### config.mk
export PLATFORM = sky130hd
export DESIGN_NAME = testval_uart_reporter
export DESIGN_NICKNAME = d
export VERILOG_FILES = /design/src/rtl/testval_uart_reporter.sv
export SDC_FILE = /design/constraint.sdc
export NUM_CORES = 1
export LEC_CHECK = 0
export CORE_MARGIN = 2
export CORE_UTILIZATION = 56
export DETAILED_ROUTE_END_ITERATION = 8
export GPL_ROUTABILITY_DRIVEN = 0
export PLACE_DENSITY = 0.81
export SYNTH_ARGS = -nofsm -noshare
export SYNTH_HDL_FRONTEND = slang
export SYNTH_SLANG_ARGS = --single-unit
### constraint.sdc
create_clock -name clk -period 2.59 [get_ports clk]
set_input_delay 0.777 -clock clk [delete_from_list [all_inputs] [get_ports clk]]
set_output_delay 0.777 -clock clk [all_outputs]
set_load 0.05 [all_outputs]
### src/rtl/testval_uart_reporter.sv
// testval_uart_reporter: sends test_val as "HHHH\r\n" over UART whenever it changes or on force_send.
module testval_uart_reporter #(
    parameter int CLKS_PER_BIT = 868,
    parameter int SKIP_W       = 8
) (
    input  logic              clk,
    input  logic              rst,
    input  logic [15:0]       test_val,
    input  logic              force_send,
    output logic              tx,
    output logic              busy,
    output logic              frame_done,
    output logic [SKIP_W-1:0] skipped
);
    localparam int CW = $clog2(CLKS_PER_BIT + 1);

    typedef enum logic [1:0] {IDLE, START, DATA, STOP} state_t;

    state_t      state, state_nx;
    logic [15:0] snapshot, last_sent, prev_val;
    logic        pending;
    logic [CW-1:0] baud_cnt;
    logic [2:0]  bit_idx, char_idx;
    logic [3:0]  nib;
    logic [7:0]  char_cur;
    logic        last_char, bit_end, start, changed;

    // tx lags the state by one register, so the final stop bit holds one extra
    // count to keep frame_done aligned with the end of the stop bit on the wire.
    always_comb begin
        last_char = char_idx == 3'd5;
        bit_end   = baud_cnt == CW'(state == STOP && last_char ? CLKS_PER_BIT : CLKS_PER_BIT - 1);
        start     = test_val != last_sent || pending || force_send;
        changed   = test_val != prev_val;
        nib       = 4'(snapshot >> (4'd12 - {char_idx[1:0], 2'b00}));
        char_cur  = char_idx == 3'd4 ? 8'h0D :
                    last_char        ? 8'h0A :
                    nib < 4'd10      ? 8'h30 + {4'h0, nib} : 8'h37 + {4'h0, nib};
        state_nx  = state;
        unique case (state)
            IDLE:  state_nx = start ? START : IDLE;
            START: state_nx = bit_end ? DATA : START;
            DATA:  state_nx = bit_end && bit_idx == 3'd7 ? STOP : DATA;
            STOP:  state_nx = bit_end ? (last_char ? IDLE : START) : STOP;
        endcase
    end

    always_ff @(posedge clk) begin
        if (rst) begin
            state      <= IDLE;
            tx         <= 1'b1;
            busy       <= 1'b0;
            frame_done <= 1'b0;
            skipped    <= '0;
            snapshot   <= '0;
            last_sent  <= '0;
            prev_val   <= '0;
            pending    <= 1'b0;
            baud_cnt   <= '0;
            bit_idx    <= '0;
            char_idx   <= '0;
        end else begin
            state      <= state_nx;
            prev_val   <= test_val;
            tx         <= state == START ? 1'b0 : state == DATA ? char_cur[bit_idx] : 1'b1;
            frame_done <= state == STOP && state_nx == IDLE;
            baud_cnt   <= state == IDLE || bit_end ? '0 : baud_cnt + 1'b1;
            bit_idx    <= state == DATA && bit_end ? bit_idx + 3'd1 : bit_idx;
            char_idx   <= state == IDLE ? 3'd0 : state == STOP && bit_end ? char_idx + 3'd1 : char_idx;
            if (state == IDLE && start) begin
                snapshot  <= test_val;
                last_sent <= test_val;
                pending   <= 1'b0;
                busy      <= 1'b1;
            end else if (busy && (changed || force_send)) begin
                pending <= 1'b1;
            end
            if (busy && changed && skipped != '1)
                skipped <= skipped + 1'b1;
            if (state == STOP && state_nx == IDLE)
                busy <= 1'b0;
        end
    end
endmodule

# Yosys cells after proc, flatten, opt, wreduce, memory -nomap -nowiden
# Cells that the tools add are included.
totals:
  register_bits: 62
  input_bits: 19
  out_inout_bits: 11
  wordCells: 64
op_classes:
  n_addsub: 7
  magnitude_cmp: 2
  n_eq_ne: 10
  n_shift: 1
  muxes: 14
  n_reduce_logical: 19
ops:
  columns: ["operator", "count"]
  rows:
  - ["$ne 16x16->1", 2]
  - ["$mux 7", 3]
  - ["$shr 16x4->4", 1]
  - ["$add 6x4->7 const A", 2]
  - ["$add 10x1->10 const B", 1]
  - ["$eq 10x10->1", 1]
  - ["$eq 3x3->1 const B", 3]
  - ["$logic_and 1x1->1", 9]
  - ["$add 8x1->8 const B", 1]
  - ["$ne 8x8->1 const B", 1]
  - ["$pmux 2 s4", 1]
  - ["$reduce_or 2->1", 4]
  - ["$add 3x1->3 const B", 2]
  - ["$mux 1", 6]
  - ["$eq 2x2->1 const B", 2]
  - ["$logic_not 2->1", 2]
  - ["$logic_or 1x1->1", 4]
  - ["$lt 3x4->1 const B", 1]
  - ["$lt 4x4->1 const B", 1]
  - ["$mux 2", 2]
  - ["$sub 4x4->4 const A", 1]
  - ["$bmux 1 s3", 1]
  - ["$mux 3", 1]
  - ["$eq 2x1->1 const B", 1]

# Logic depth before layout (Yosys ltp)
logic_depth:
  ltp_word: 10
  depth_mapped: 10
  depth_no_buf: 9

# Least setup slack after synthesis
# No wires, ideal clock.
synth_timing:
  path_kind: "register -> register"
  startpoint: "register char_idx[0]"
  endpoint: "register tx"
  setup_time_ns: 0.074
  arrival_time_ns: 2.188
  t_required_ns: 2.516
  path_slack_ns: 0.328
  stages_incl_launch_ff: 11
  n_path_buf: 1
  period_less_slack_ns: 2.262
  cell_sequence: "dfxtp_1 > buf_6 > mux4_1 > inv_1 > ha_1 > nor2b_1 > mux2_4 > a221o_1 > a32oi_1 > a311o_1 > a31oi_1"
synth_between:
  elab_chain_cells: 10
  word_cells_on_any_way: 14
  classes_between: "add/sub: 3; order compare: 1; eq/ne: 2; shift: 1; mux: 7"
synth_rtl:
  columns: ["element", "line_no", "text"]
  rows:
  - ["start, declared", "23", "logic [2:0] bit_idx, char_idx;"]
  - ["start signal, assigned", "69", "char_idx <= state == IDLE ? 3'd0 : state == STOP && bit_end ? char_idx + 3'd1 : char_idx;"]
  - ["$sub 4x4->4", "35", "nib = 4'(snapshot >> (4'd12 - {char_idx[1:0], 2'b00}));"]
  - ["$shr 16x4->4", "35", null]
  - ["$add 6x4->7 or $lt 4x4->1 (tied branches)", "38", "nib < 4'd10 ? 8'h30 + {4'h0, nib} : 8'h37 + {4'h0, nib};"]
  - ["$mux 7", "38", null]
  - ["$mux 7", "37", "last_char ? 8'h0A :"]
  - ["$mux 7 (*)", "36", "char_cur = char_idx == 3'd4 ? 8'h0D :"]
  - ["$bmux 1 s3 (*)", "65", "tx <= state == START ? 1'b0 : state == DATA ? char_cur[bit_idx] : 1'b1;"]
  - ["$mux 1 (not written as such) (*)", "65", null]
  - ["$mux 1 (*) (2 in a row)", "65", null]
  - ["end signal, assigned", "65", null]
  - ["end, declared", "10", "output logic tx,"]
# Every way passes the cells marked *; elsewhere a longest branch is shown, timed or not. The select of a mux whose other input is x is not followed.
# A chain may end at the register's enable or synchronous reset.

# Worst setup path in the final report
layout_timing:
  startpoint: "register skipped[3]"
  endpoint: "output skipped[3]"
layout_rtl:
  columns: ["element", "line_no", "text"]
  rows:
  - ["start, declared", "13", "output logic [SKIP_W-1:0] skipped"]
  - ["start signal, assigned", "79", "skipped <= skipped + 1'b1;"]
# No word-level cell between the ends.

==> out/summary.txt <==
Die Span Y = 77.3 µm
Layout cells sized above 1 = 9.26%
Slew of the pin with the lowest slew margin = 0.568 ns
Leak pwr = 1.33 nW
Synth area leaders = dfxtp_1, xnor2_1, nor2_1, mux2i_1, nor2b_1
Ant diodes = 0
Worst reg-to-reg path cell count = 9
Post-DRT Antenna Nets = 0
CTS tree = done
Crit. End Element = output pin
Per-cell routed wire length = 13.9 µm
Yosys cell types = 44
TritonRoute pass-1 iters = 4
Top-count cell post-synth = dfxtp_1
Full die area = 0.00597 mm²
Highest ir drop seen on vdd = 0.000401 V
Crit Path Class = reg2out
Hold buffer count at CTS = 0
PwrDens = 602 mW/mm²
Worst-path cell chain = clkdlybuf4s50_1
Ports = 30
Post-synth EDFFs = 0
Antenna violations before repair = 0
Clock Pin Slew Worst Setup and Hold Paths = 0.08 ns
Cells after synthesis = 327
Top delay family on crit path = buffers and inverters
Cell area after synthesis = 0.00301 mm²
Worst path depth = 1
Total number of H-tree levels = 3
Slowest cell delay on critical path = 0.85 ns
Tcrit/Tclk final = 93.0%
Most frequent cells after synthesis = dfxtp_1, nor2_1, xnor2_1, nor2b_1, mux2i_1
Synth top area share = 41.3%
Wirelength, routed = 6080 µm
Primary FF master, synth = dfxtp_1
Reg2Reg Setup Slack = 0.20 ns
Post-route minimum period = 2.41 ns
Worst flop-to-flop path startpoint = char_idx[0]
Max-slew headroom = 61.8%
GRT Util Overall = 22.0%
Vias per std cell = 5.43
Pwr Total = 2.17 mW
Dominant cell type by area after synthesis = dfxtp_1
Syn Area/Cell = 9.20 µm²
WHS = 0.488 ns
Chip width = 77.3 µm
Hold Vio Cnt, Final = 0
Reg-to-reg critical path endpoint = tx
Layout area overhead = 19.6%
CP startpoint = skipped[3]
Highest Clock Rate = 415 MHz
Slew Limit Fails = 0
Worst Path Required = 1.81 ns
Cts bufs inserted = 9
Post-synthesis sequential area ratio = 41.3%
Net Count, Synth = 354
Final setup fails = 0
Clock tree buffer depth = 2
Post-CTS setup repair buffer count = 0
Max Cap Viol = 0
Vias in the first global route = 2246
Final #Nets = 389
Area of the core = 0.00514 mm²
CP startpoint kind = register
Critical path buffer and inverter count = 1
Slowest stage cell, crit path = clkdlybuf4s50_1
HPWL after DPL = 4370 µm
Starting Density = 58.5%
Largest net degree at the start of global routing = 25
Final Skew = 0.0105 ns
Setup crit end = skipped[3]
Hold Crit Class = reg2reg
First-pass GRT wire length = 10500 µm
Worst EP arrival = 1.63 ns
Drt initial violations = 94
RSZ-0062 raised after global routing = no
FP Rows = 26
Via count = 2375
Ys Warns = 0
Status = complete, no violations
GR Overflow Total = 0
Number of port buffers = 29
CP Max Fanout = 6
Worst skew pair latency = 0.34 ns
#FFs+latches synth = 62
CTS root buf = clkbuf_8
Clock sink total = 62
DRC violations left = 0
Async SR Flop Fraction = 0%
==> per-stage QoR <==
step / cells / utilization [%] / area [µm²] / setup TNS, ns / setup WS [ns]
2_1_floorplan: 327 / - / 3010 / 0 / 0.328
4_1_cts: 437 / 70.0 / 3600 / 0 / 0.106
3_3_place_gp: 421 / 65.9 / 3390 / 0 / 0.0183
5_1_grt: 437 / 70.0 / 3600 / 0 / 0.0139
6_report: 437 / 70.0 / 3600 / 0 / 0.181
3_5_place_dp: 421 / 65.9 / 3390 / -0.276 / -0.0672
==> layout by cell type (no fill, tap or decap), types with 3 or more instances in the layout <==
cell type	Yosys	routed
nor4_1	6	6
inv_1	8	8
buf_4	0	10
clkinv_4	0	3
xnor2_1	43	43
nand4_1	12	12
a21oi_1	10	10
nor2_1	46	46
xor2_1	7	7
clkbuf_8	0	10
nand3_1	13	13
nor2b_1	21	21
and3_1	3	3
nand2_1	15	15
nor3b_1	3	3
dfxtp_1	62	61
mux2i_1	16	16
clkdlybuf4s50_1	0	28
ha_1	8	8
o21ai_0	10	10
==> how the worst min path moves through the flow <==
stage / start / endpoint / slack [ns] / cells past startpoint
after global routing: pending / pending / 0.52 / 2
after global placement: baud_cnt[0] / baud_cnt[0] / 0.47 / 1
after CTS: pending / pending / 0.48 / 2
after floorplan: pending / pending / 0.44 / 2
final: pending / pending / 0.49 / 2
after detailed placement: pending / pending / 0.47 / 2
==> flip-flops by register name (all words and copies together) (netlist names) <==
signal / count
prev_val: 16
snapshot: 16
baud_cnt: 10
skipped: 8
bit_idx: 3
char_idx: 3
state: 2
busy: 1
frame_done: 1
pending: 1
tx: 1
==> per-layer routing <==
layer | share of wire (%) | vias up | track usage, %
li1 | - | 1194 | -
met1 | 46 | 1108 | 28.0
met2 | 47 | 61 | 35.0
met3 | 4.8 | 12 | 3.88
met4 | 2.3 | 0 | 12.5
met5 | 0 | - | 0
==> area by class of cell <==
cell class / count / area [µm²]
clock buffers: 10 / 138
clock inverters: 6 / 71.3
fillers: 418 / 1540
inverters: 8 / 30.0
multi-input cells: 242 / 1670
flip-flops and latches: 62 / 1240
well taps: 70 / 87.6
repair buffers: 39 / 360
==> what timing repair did <==
item,4_1_cts,5_1_grt
endpoints found under the hold margin,0,0
gates resized for setup,0,1
endpoints found under the setup margin,0,1
==> worst min-delay path: cells and delay by family, from the launching register on <==
kind,cells,cell delay [ns]
flip-flops,1,0.34
AND/OR/NAND/NOR,1,0.07
AO/OA/AOI/OAI,1,0.05
==> power breakdown <==
| group | internal [mW] | total, mW | leakage [nW] | switching (mW) |
|---|---|---|---|---|
| sequential | 0.994 | 1.03 | 0.510 | 0.0319 |
| clock | 0.475 | 0.874 | 0.0987 | 0.399 |
| combinational | 0.131 | 0.265 | 0.726 | 0.134 |
| total | 1.60 | 2.17 | 1.33 | 0.566 |
==> logic make-up after synthesis <==
kind of cell / Yosys count / synth area share [%]
adders and majority gates: 8 / 3.33
buffers and inverters: 23 / 3.24
and+or+nand+nor: 130 / 21.8
xor gates and xnor gates: 50 / 14.6
muxes: 21 / 9.07
AOI/OAI and AO/OA: 33 / 6.70
DFF: 62 / 41.3
Power figures use the tool's default switching activity.
